**src/rtl/lenet_pkg.sv**
```systemverilog
// -----------------------------------------------------------------------------
// lenet_pkg
// Shared constants and types for the LeNet-5 front-end datapath.
//   DATA_W      pixel width in bits
//   IMG_WIDTH   pixels per image row
//   IMG_HEIGHT  rows per frame
//   K           convolution window size (fixed at 5)
//   OUT_DIM     valid window positions per axis (IMG_WIDTH-K+1 = 28)
//   COORD_W     width of window coordinate outputs
//   X_CNT_W / Y_CNT_W  raster counter widths
// -----------------------------------------------------------------------------
package lenet_pkg;

   localparam int DATA_W     = 8;
   localparam int IMG_WIDTH  = 32;
   localparam int IMG_HEIGHT = 32;
   localparam int K          = 5;
   localparam int OUT_DIM    = IMG_WIDTH - K + 1;
   localparam int COORD_W    = 5;
   localparam int X_CNT_W    = $clog2(IMG_WIDTH);
   localparam int Y_CNT_W    = $clog2(IMG_HEIGHT);

   typedef logic [DATA_W-1:0] pix_t;

endpackage

```
**src/rtl/window_5x5_gen_raster_coord_cnt.sv**
```systemverilog
// -----------------------------------------------------------------------------
// raster_coord_cnt
// Raster-order x/y pixel counters with row and frame wrap.
// The counters hold the coordinates of the pixel that the next advance
// accepts; last_o flags that this pixel is the final one of the frame.
//   clk       system clock, rising edge
//   rst       asynchronous active-high reset
//   clear_i   synchronous restart to (0,0), priority over advance_i
//   advance_i accept the current pixel and step to the next position
//   x_o, y_o  coordinates of the current (not yet accepted) pixel
//   last_o    current pixel is (WIDTH-1, HEIGHT-1)
// -----------------------------------------------------------------------------
module raster_coord_cnt
   import lenet_pkg::*;
#(
   parameter int WIDTH  = IMG_WIDTH,
   parameter int HEIGHT = IMG_HEIGHT,
   parameter int XW     = X_CNT_W,
   parameter int YW     = Y_CNT_W
) (
   input  logic          clk,
   input  logic          rst,
   input  logic          clear_i,
   input  logic          advance_i,
   output logic [XW-1:0] x_o,
   output logic [YW-1:0] y_o,
   output logic          last_o
);

   logic [XW-1:0] x_q, x_d;
   logic [YW-1:0] y_q, y_d;
   logic          x_end, y_end;

   assign x_end = (x_q == XW'(WIDTH - 1));
   assign y_end = (y_q == YW'(HEIGHT - 1));

   // NOTE: every variable gets its default first so no path leaves it
   // unassigned; that is what keeps always_comb from inferring a latch.
   always_comb begin
      x_d = x_q;
      y_d = y_q;
      if (clear_i) begin
         x_d = '0;
         y_d = '0;
      end else if (advance_i) begin
         if (x_end) begin
            x_d = '0;
            y_d = y_end ? '0 : y_q + YW'(1);
         end else begin
            x_d = x_q + XW'(1);
         end
      end
   end

   // NOTE: state registers use non-blocking assignments so every flop
   // samples the pre-edge values, independent of statement order.
   always_ff @(posedge clk or posedge rst) begin
      if (rst) begin
         x_q <= '0;
         y_q <= '0;
      end else begin
         x_q <= x_d;
         y_q <= y_d;
      end
   end

   assign x_o    = x_q;
   assign y_o    = y_q;
   assign last_o = x_end && y_end;

endmodule

```
**src/rtl/window_5x5_gen.sv**
```systemverilog
// -----------------------------------------------------------------------------
// window_5x5_gen
// Builds a sliding 5x5 pixel window from the 5-tap vertical column emitted by
// line_buffer_shift and presents it, with its top-left coordinates, to the C1
// convolution array. One window per valid position (28x28 per 32x32 frame).
//   clk, rst        clock / asynchronous active-high reset
//   clear           synchronous frame restart (counters, window_valid)
//   valid_in        one pulse per pixel, raster order
//   col_in0..4      rows y, y-1, y-2, y-3, y-4 of the current column
//   window_flat     element (r,c) at [(r*K+c)*DATA_W +: DATA_W], r=0 oldest row
//   window_valid    window_flat/out_x/out_y valid this cycle
//   out_x, out_y    window top-left coordinates, 0..27
//   frame_done      one-cycle pulse with the final window of the frame
// -----------------------------------------------------------------------------
module window_5x5_gen
   import lenet_pkg::*;
(
   input  logic                     clk,
   input  logic                     rst,
   input  logic                     clear,
   input  logic                     valid_in,
   input  logic [DATA_W-1:0]        col_in0,
   input  logic [DATA_W-1:0]        col_in1,
   input  logic [DATA_W-1:0]        col_in2,
   input  logic [DATA_W-1:0]        col_in3,
   input  logic [DATA_W-1:0]        col_in4,
   output logic [K*K*DATA_W-1:0]    window_flat,
   output logic                     window_valid,
   output logic [COORD_W-1:0]       out_x,
   output logic [COORD_W-1:0]       out_y,
   output logic                     frame_done
);

   logic               accept;
   logic [X_CNT_W-1:0] x_cnt;
   logic [Y_CNT_W-1:0] y_cnt;
   logic               last_pix;
   logic               in_window;

   pix_t               col [K];
   pix_t               win_q [K][K];
   pix_t               win_d [K][K];
   logic               valid_q, valid_d;
   logic               done_q, done_d;
   logic [COORD_W-1:0] out_x_q, out_x_d;
   logic [COORD_W-1:0] out_y_q, out_y_d;

   // A clear cycle drops the presented column entirely.
   assign accept = valid_in && !clear;

   raster_coord_cnt u_coord (
      .clk       (clk),
      .rst       (rst),
      .clear_i   (clear),
      .advance_i (accept),
      .x_o       (x_cnt),
      .y_o       (y_cnt),
      .last_o    (last_pix)
   );

   // col[k] is row y-k; row r of the window receives col[K-1-r].
   assign col[0] = col_in0;
   assign col[1] = col_in1;
   assign col[2] = col_in2;
   assign col[3] = col_in3;
   assign col[4] = col_in4;

   // Positions with x<K-1 hold the previous row's tail and are suppressed.
   assign in_window = (x_cnt >= X_CNT_W'(K - 1)) && (y_cnt >= Y_CNT_W'(K - 1));

   always_comb begin
      win_d   = win_q;
      valid_d = 1'b0;
      done_d  = 1'b0;
      out_x_d = out_x_q;
      out_y_d = out_y_q;
      if (accept) begin
         for (int r = 0; r < K; r++) begin
            for (int c = 0; c < K - 1; c++) begin
               win_d[r][c] = win_q[r][c+1];
            end
            win_d[r][K-1] = col[K-1-r];
         end
         done_d = last_pix;
         if (in_window) begin
            valid_d = 1'b1;
            out_x_d = COORD_W'(x_cnt - X_CNT_W'(K - 1));
            out_y_d = COORD_W'(y_cnt - Y_CNT_W'(K - 1));
         end
      end
   end

   // NOTE: the window array is reset along with the control state so the
   // output bus reads zero after reset; it has no enable-free storage that
   // would prevent mapping it onto ordinary resettable flops.
   always_ff @(posedge clk or posedge rst) begin
      if (rst) begin
         for (int r = 0; r < K; r++) begin
            for (int c = 0; c < K; c++) begin
               win_q[r][c] <= '0;
            end
         end
         valid_q <= 1'b0;
         done_q  <= 1'b0;
         out_x_q <= '0;
         out_y_q <= '0;
      end else begin
         win_q   <= win_d;
         valid_q <= valid_d;
         done_q  <= done_d;
         out_x_q <= out_x_d;
         out_y_q <= out_y_d;
      end
   end

   for (genvar r = 0; r < K; r++) begin : g_row
      for (genvar c = 0; c < K; c++) begin : g_col
         assign window_flat[(r*K+c)*DATA_W +: DATA_W] = win_q[r][c];
      end
   end

   assign window_valid = valid_q;
   assign frame_done   = done_q;
   assign out_x        = out_x_q;
   assign out_y        = out_y_q;

endmodule

```
**config.mk**
```make
export PLATFORM = sky130hd
export DESIGN_NAME = window_5x5_gen
export DESIGN_NICKNAME = d
export VERILOG_FILES = /design/src/rtl/lenet_pkg.sv /design/src/rtl/window_5x5_gen_raster_coord_cnt.sv /design/src/rtl/window_5x5_gen.sv
export SDC_FILE = /design/constraint.sdc
export NUM_CORES = 1
export LEC_CHECK = 0
export ABC_AREA = 0
export BUFFER_PORTS_ARGS = -buffer_cell sky130_fd_sc_hd__buf_4
export CAP_MARGIN = 20
export CORE_UTILIZATION = 51
export DETAILED_ROUTE_END_ITERATION = 10
export HOLD_SLACK_MARGIN = 0.03
export PLACE_DENSITY = 0.91
export REMOVE_ABC_BUFFERS = 1
export SLEW_MARGIN = 5
export SYNTH_ARGS = -nofsm -noshare
export SYNTH_HDL_FRONTEND = slang
export SYNTH_SLANG_ARGS = --single-unit
```
**constraint.sdc**
```tcl
create_clock -name clk -period 10.15 [get_ports clk]
set_input_delay 2.03 -clock clk [delete_from_list [all_inputs] [get_ports clk]]
set_output_delay 2.03 -clock clk [all_outputs]
set_load 0.01 [all_outputs]
```
==> results.md, run 1 <==
* Number of cell rows at between 40 and 50
* Number of input and output port buffers inserted at between 200 and 300
* Reg2Reg Setup Slack at between 7 and 8 ns
* Post-synthesis cell area at 8580 µm²
* Via count of the first global-routing pass at 5373
* Starting density of the core at 51.9%
* Cells resized by post-CTS repair at 0
* TritonCTS buffer count at 23
* Startpoint of the worst register-to-register path: u_coord.y_o[2]
* Main flop type after synthesis: dfrtp_1
* Crit share post-route at a little under two fifths
* Highest clock frequency the design can meet at 0.268 GHz
* I/O pin count at 256
* RSZ-0062 raised after global routing: no
* Final net count at 843
* Util after Layout at 69.3%
* Vias per Instance at 5.12
* Leading cell types by total area after synthesis: dfrtp_1, mux2_1, ha_1
* Critical setup path kind: in -> reg
* Worst clock skew on the final layout at 0.0107 ns
* Sum of overflow across all layers after global routing at 0
* Worst reg2reg endpoint: out_x[2]
* Initial antenna violation count at 0
* Path type of the worst min-delay path: reg -> reg
* # fillers at 1104
* Dominant delay contributor by cell family on the critical path: buffers and inverters
* Cell type contributing the most total cell area after synthesis: dfrtp_1
* Number of buffers inserted by hold repair at cts at 0
* Transition time of the tightest slew-check pin at 1.08 ns
* Count of state elements after synthesis at 222
* Detailed-routing iteration count for the pre-antenna-repair pass at 4
* Final Hold Violating Endpoints at 0
* Number of instances in the synthesized netlist at ~530
* GRT Total Usage at 21.0%
* Number of buffers between clock root and the deepest sink at 3
* Data arrival time at the worst-slack endpoint at 4.09 ns
* Leakage power of the design at 5.45 nW
* Largest net degree at the start of global routing at ~140
* Post-CTS setup buffer count at 0
* Depth of the most critical reg-to-reg path at 4
* Max FO, Critical Path at 82
* Headroom to the max-slew limit at 27.6%
* Clk pin slew, worst setup/hold paths at roughly 0.06 ns
* Most common cell type on the critical path: buf_4
* Share of synthesized area occupied by flip-flops and latches at 64.8%
* Starting DRT DRC Count at about 180
* Data required time of the worst path at 10.51 ns
* Mean cell area of the mapped netlist at between 15 and 20 µm²
* Top-area cell type share of the netlist area at 64.8%
* Number of buffers and inverters on the critical path at 2
* Setup TNS at 0 ns
* Count of flip-flops with a built-in enable after synthesis at 0
* Die Span X at 132 µm
* Max-cap viol count at 0
* Number of setup violations in the final report at 0
* Number of max-slew violations in the final report at 0
* Kind of end point of the critical path: register
* Hold depth at 1
* Final routed wire length divided by cell count at 17.7 µm
* Hold Crit Start: window_flat[124]
* Share of synthesized flip-flops with an asynchronous set or reset at 100%
* Clock latency at the later pin of the worst-skew pair at 0.49 ns
* Ordered cell list for the critical path: buf_4 -> nand2b_4 -> buf_4 -> mux2_1
* Worst Hold Endpoint: window_flat[124]
* Worst supply voltage drop on vdd at 150 µV
* Core Area at 16500 µm²
* CTS tree: yes
* Library cells used by synthesis at 30
* Clock net sink count at 222
* Number of vias in the routed layout at approximately 5.2k
* Overall die area at 17300 µm²
* Worst Setup Slack post-DPL at about 5.9 ns
* Number of diodes added for antenna fixing at 0
* Wire length after detailed routing at 18100 µm
* Post-route DRC violation count at 0
* Post-DP HPWL at roughly 12000 µm
* Signed area change from the synthesized netlist to the final layout at 33.4%
* Leading cell type by number of instances after synthesis: dfrtp_1
* Clk Tree Root Cell: clkbuf_16
* Residual antenna-violating net count after detailed routing at 0
* Number of warnings printed during yosys synthesis at 0
* Final RePlAce weighted congestion at around 0.77
* Y dimension of the die at 132 µm
* H-tree levels at 1
* Final Critical Period at 3.72 ns
* Share of cells above drive strength 1 at 39.7%
* Run status: complete, no violations
* Most numerous cell types in the synthesized netlist: dfrtp_1, mux2_1, buf_2
* Kind of start point of the critical path: primary input
* Power density cells at roughly 260 nW/µm²
* Critical-path cell with the highest stage delay: buf_4
* Global-route wire length before repair at about 29000 µm
* Highest cell delay on the worst timing path at 0.87 ns
* Setup ws final at 6.43 ns
per-layer routing:
metal / track usage (%) / routed length (µm)
met5: 0 / 0
met2: 36.1 / 9310
met1: 26.5 / 7220
met4: 6.78 / 403
met3: 4.44 / 1160
worst reg2reg max path: stages, from the launching register on:
cell       delay, ns
dfrtp_1         0.50
ha_1            0.22
a2111oi_2       0.07
nor3_2          0.87
mux2_1          0.39
kinds of logic (layout without fill, tap and decap cells):
family                     after synthesis  in the layout  synth area share, %
DFF                                    222            222                 64.8
muxes                                  212            212                 28.1
buffers and inverters                   38            313                 2.13
and+or+nand+nor                         27             27                 1.84
AOI/OAI and AO/OA                       16             16                 1.23
adders and majority gates               12             12                 1.75
xor gates and xnor gates                 2              2                0.204
sequential cells by signal, indices dropped and copies added (netlist names):
signal / flops
frame_done: 1
out_x: 5
out_y: 5
u_coord.x_o: 5
u_coord.y_o: 5
window_flat: 200
window_valid: 1
report_power, final:
| part | internal (mW) | leakage (nW) | switching, mW | total, mW |
|---|---|---|---|---|
| clock | 0.500 | 0.373 | 0.327 | 0.827 |
| combinational | 0.475 | 2.40 | 0.370 | 0.845 |
| sequential | 1.15 | 2.68 | 0.192 | 1.34 |
| total | 2.12 | 5.45 | 0.889 | 3.01 |
layout by cell type (no fill, tap or decap), types with 2 or more instances in the layout:
master     netlist  layout
mux2_4           7       7
clkbuf_16        0      23
o21ai_0          3       3
mux2_1         190     190
ha_1            12      12
clkinv_2         0       5
clkbuf_1         1       7
xor2_1           2       2
nor2_1           5       5
clkbuf_8         0       4
a21oi_1          8       8
a31oi_1          2       2
mux2i_1          3       3
and2_1           2       2
nand3b_1         2       2
a2111oi_2        2       2
nand2_1          5       5
dfrtp_1        222     222
nand2b_1         3       2
bufinv_16        0       2
nand3_1          3       3
inv_1           12      11
buf_4            1     258
mux2_2          12      12
per-stage QoR:
step	power (mW)	hold WS (ns)	instances	instance area [µm²]
after detailed placement	2.20	0.482	981	10700
after global placement	2.15	0.475	981	10700
after floorplan	1.66	0.529	503	8440
after global routing	3.15	0.509	1024	11400
final	3.01	0.491	1024	11400
after CTS	3.05	0.495	1023	11400
worst max path at each step:
| stage | startpoint | endpoint | cells after the start |
|---|---|---|---|
| 2_1_floorplan | clear | out_x[2] | 3 |
| 4_1_cts | clear | window_flat[196] | 4 |
| 6_report | clear | window_flat[141] | 4 |
| 3_5_place_dp | clear | window_flat[130] | 4 |
| 3_3_place_gp | clear | window_flat[14] | 4 |
| 5_1_grt | clear | window_flat[196] | 4 |
area by class of cell:
type	instances	area (µm²)	share of cell area, %
inverter	12	52.6	0.459
tap	220	275	2.40
multi-input combinational	269	2850	24.9
timing repair buffer	259	1960	17.2
sequential	222	5560	48.5
clock inverter	8	93.8	0.820
clock buffer	34	657	5.74
Power figures use the tool's default switching activity.
==> run 2, diff against run 1 <==
--- a/config.mk
+++ b/config.mk
@@ -5,13 +5,13 @@
 export SDC_FILE = /design/constraint.sdc
 export NUM_CORES = 1
 export LEC_CHECK = 0
-export ABC_AREA = 0
+export ABC_AREA = 1
 export BUFFER_PORTS_ARGS = -buffer_cell sky130_fd_sc_hd__buf_4
 export CAP_MARGIN = 20
-export CORE_UTILIZATION = 51
+export CORE_UTILIZATION = 47
 export DETAILED_ROUTE_END_ITERATION = 10
 export HOLD_SLACK_MARGIN = 0.03
-export PLACE_DENSITY = 0.91
+export PLACE_DENSITY = 0.89
 export REMOVE_ABC_BUFFERS = 1
 export SLEW_MARGIN = 5
 export SYNTH_ARGS = -nofsm -noshare
==> constraint.sdc (replaced) <==
create_clock -name clk -period 3.3 [get_ports clk]
set_input_delay 0.66 -clock clk [delete_from_list [all_inputs] [get_ports clk]]
set_output_delay 0.66 -clock clk [all_outputs]
set_load 0.01 [all_outputs]
==> results.md, run 2 <==
* Worst reg2reg endpoint: out_x[2]
* Wire length after detailed routing at 20100 µm
* Final Cell Area at 11500 µm²
* Number of buffers inserted by hold repair at cts at 0
* Path type of the worst min-delay path: in -> async
* Share of synthesized flip-flops with an asynchronous set or reset at 100%
* Signed area change from the synthesized netlist to the final layout at 32.3%
* Core Area at about 18000 µm²
* Share of synthesized area occupied by flip-flops and latches at 64.1%
* Highest-count cells in the layout ignoring fill and taps: nand2_1, buf_4, dfrtp_1
* Final-layout worst hold slack at 0.258 ns
* Clk pin slew, worst setup/hold paths at 0.06 ns
* I/O pin count at 256
* Die Span X at 138 µm
* Kind of end point of the critical path: register
* Worst clock skew on the final layout at approximately 0.006 ns
* Most common cell type on the critical path: nand2_1
* Data arrival time at the worst-slack endpoint at 2.29 ns
* Setup TNS at 0 ns
* Cell type contributing the most total cell area after synthesis: dfrtp_1
* Top-area cell type share of the netlist area at 64.1%
* Starting density of the core at 48.0%
* Clock net sink count at 222
* Crit share post-route at between 50 and 60%
* TritonCTS buffer count at 23
* Highest cell delay on the worst timing path at 0.46 ns
* Number of warnings printed during yosys synthesis at 0
* RSZ-0062 raised after global routing: no
* Largest net degree at the start of global routing at 110
* Cells resized by post-CTS repair at 0
* Max-cap viol count at 0
* Overall die area at 19000 µm²
* Clock latency at the later pin of the worst-skew pair at 0.50 ns
* Non-filler cells in the finished layout at 1392
* Mean cell area of the mapped netlist at 9.55 µm²
* Max FO, Critical Path at 11
* Final routed wire length divided by cell count at 14.4 µm
* Sum of overflow across all layers after global routing at 0
* Number of vias in the routed layout at 6807
* Post-CTS setup buffer count at 0
* Vias per Instance at approximately 4.9
* Depth of the most critical reg-to-reg path at 7
* Detailed-routing iteration count for the pre-antenna-repair pass at 5
* Starting DRT DRC Count at 301
* Final RePlAce weighted congestion at 0.784
* Final Critical Period at 1.90 ns
* Startpoint of the worst register-to-register path: u_coord.y_o[3]
* Headroom to the max-slew limit at 35.0%
* Number of input and output port buffers inserted at ~260
* Ordered cell list for the critical path: inv_1 -> ha_1 -> nand2_1 -> nand3_1 -> nand3_1 -> nand2_1 -> nand2_1
* Number of setup violations in the final report at 0
* Final Hold Violating Endpoints at 0
* Data required time of the worst path at approximately 3.7 ns
* Most common cell after layout, fill and taps aside: nand2_1
* Highest clock frequency the design can meet at 0.527 GHz
* Clk Tree Root Cell: clkbuf_16
* Number of instances in the synthesized netlist at between 900 and 1k
* Number of cell rows at 49
* Kind of start point of the critical path: register
* Transition time of the tightest slew-check pin at 0.974 ns
* GRT Total Usage at 20.2%
* Total cell area at the placement stage at about 11000 µm²
* Final net count at 1203
* Count of state elements after synthesis at 222
* Residual antenna-violating net count after detailed routing at 0
* Number of buffers between clock root and the deepest sink at 3
* Critical setup path kind: reg -> reg
* Number of max-slew violations in the final report at 0
* Initial antenna violation count at 0
* Reg2Reg Setup Slack at 1.40 ns
* Critical-path cell with the highest stage delay: nand3_1
* Leading cell type by number of instances after synthesis: nand2_1
* Global-route wire length before repair at slightly above 30000 µm
* Count of flip-flops with a built-in enable after synthesis at 0
* Post-route DRC violation count at 0
* H-tree levels at 1
* Y dimension of the die at 138 µm
* Most numerous cell types in the synthesized netlist: nand2_1, dfrtp_1, inv_1
* Setup ws final at approximately 1.4 ns
* Main flop type after synthesis: dfrtp_1
* Max reg flops at 200
* Run status: complete, no violations
* Power density cells at just under 700 nW/µm²
* Post-DP HPWL at around 14000 µm
* Worst supply voltage drop on vdd at 500 µV
* Post-synthesis cell area at 8660 µm²
* Share of cells above drive strength 1 at 26.4%
* Placed Cells incl. Taps at 1351
* Leakage power of the design at 6.05 nW
* Library cells used by synthesis at 20
* Leading cell types by total area after synthesis: dfrtp_1, nand2_1, o21ai_0
* Number of diodes added for antenna fixing at 0
* CTS tree: yes
* Worst Setup Slack post-DPL at 1.13 ns
* Via count of the first global-routing pass at 6234
[run 2: cell types whose count changed after synthesis, sizes merged, moves of 4 or more]
cell,change
a21oi,-5
buf,+14
clkbuf,+8
inv,+93
mux2,-209
nand2,+314
nand3,+4
nand4,+10
nor2,+4
o21ai,+164
[run 2: how the worst max path moves through the flow]
stage                              start               to  slack, ns  cells after the start
after global routing      u_coord.x_o[0]   u_coord.y_o[4]       1.23                      7
after floorplan                      rst       frame_done      -3.44                      1
final                     u_coord.y_o[3]         out_x[2]       1.40                      7
after detailed placement           clear  window_flat[76]       1.13                      4
after global placement             clear  window_flat[97]       1.23                      4
after CTS                 u_coord.x_o[0]   u_coord.y_o[2]       1.43                      7
[run 2: area by class of cell]
type                    instances  area [µm²]
well taps                     229         287
clock inverters                11         148
repair buffers                263        2020
inverters                     105         407
flip-flops and latches        222        5560
multi-input cells             532        2370
fillers                      1399        6570
clock buffers                  30         662
[run 2: power by group]
part / total, mW / internal, mW / switching [mW] / leakage (nW)
sequential: 3.46 / 3.15 / 0.303 / 2.85
combinational: 1.54 / 0.741 / 0.804 / 2.81
clock: 2.72 / 1.65 / 1.06 / 0.393
[run 2: cell families after synthesis]
| group | count (synthesis) | share of synthesized area [%] |
|---|---|---|
| AO/OA/AOI/OAI | 171 | 9.90 |
| XOR/XNOR | 2 | 0.202 |
| adder cells (fa/ha/maj) | 12 | 1.73 |
| buffers and inverters | 153 | 8.47 |
| flip-flops | 222 | 64.1 |
| AND/OR/NAND/NOR | 347 | 15.6 |
[run 2: worst max-delay path: cells and delay by family (launching register included)]
kind	cells	cell delay, ns
DFF	1	0.42
buffers and inverters	1	0.13
adders and majority gates	1	0.16
and+or+nand+nor	5	1.07
[run 2: stage by stage]
stage | total power [mW] | utilization [%]
finish | 7.72 | 63.5
global route | 8.09 | 63.5
CTS | 7.80 | 63.5
detailed placement | 5.05 | 59.1
global placement | 4.98 | 59.1
floorplan | 4.11 | -
[run 2: layer usage]
| metal | vias up | routed length (µm) | track usage, % | part of all wire [%] |
|---|---|---|---|---|
| li1 | 3317 | - | - | - |
| met1 | 3248 | 8190 | 25.6 | 41 |
| met2 | 208 | 10000 | 34.8 | 50 |
| met3 | 34 | 1460 | 4.45 | 7.3 |
| met4 | 0 | 422 | 5.31 | 2.1 |
| met5 | - | 0 | 0 | 0 |
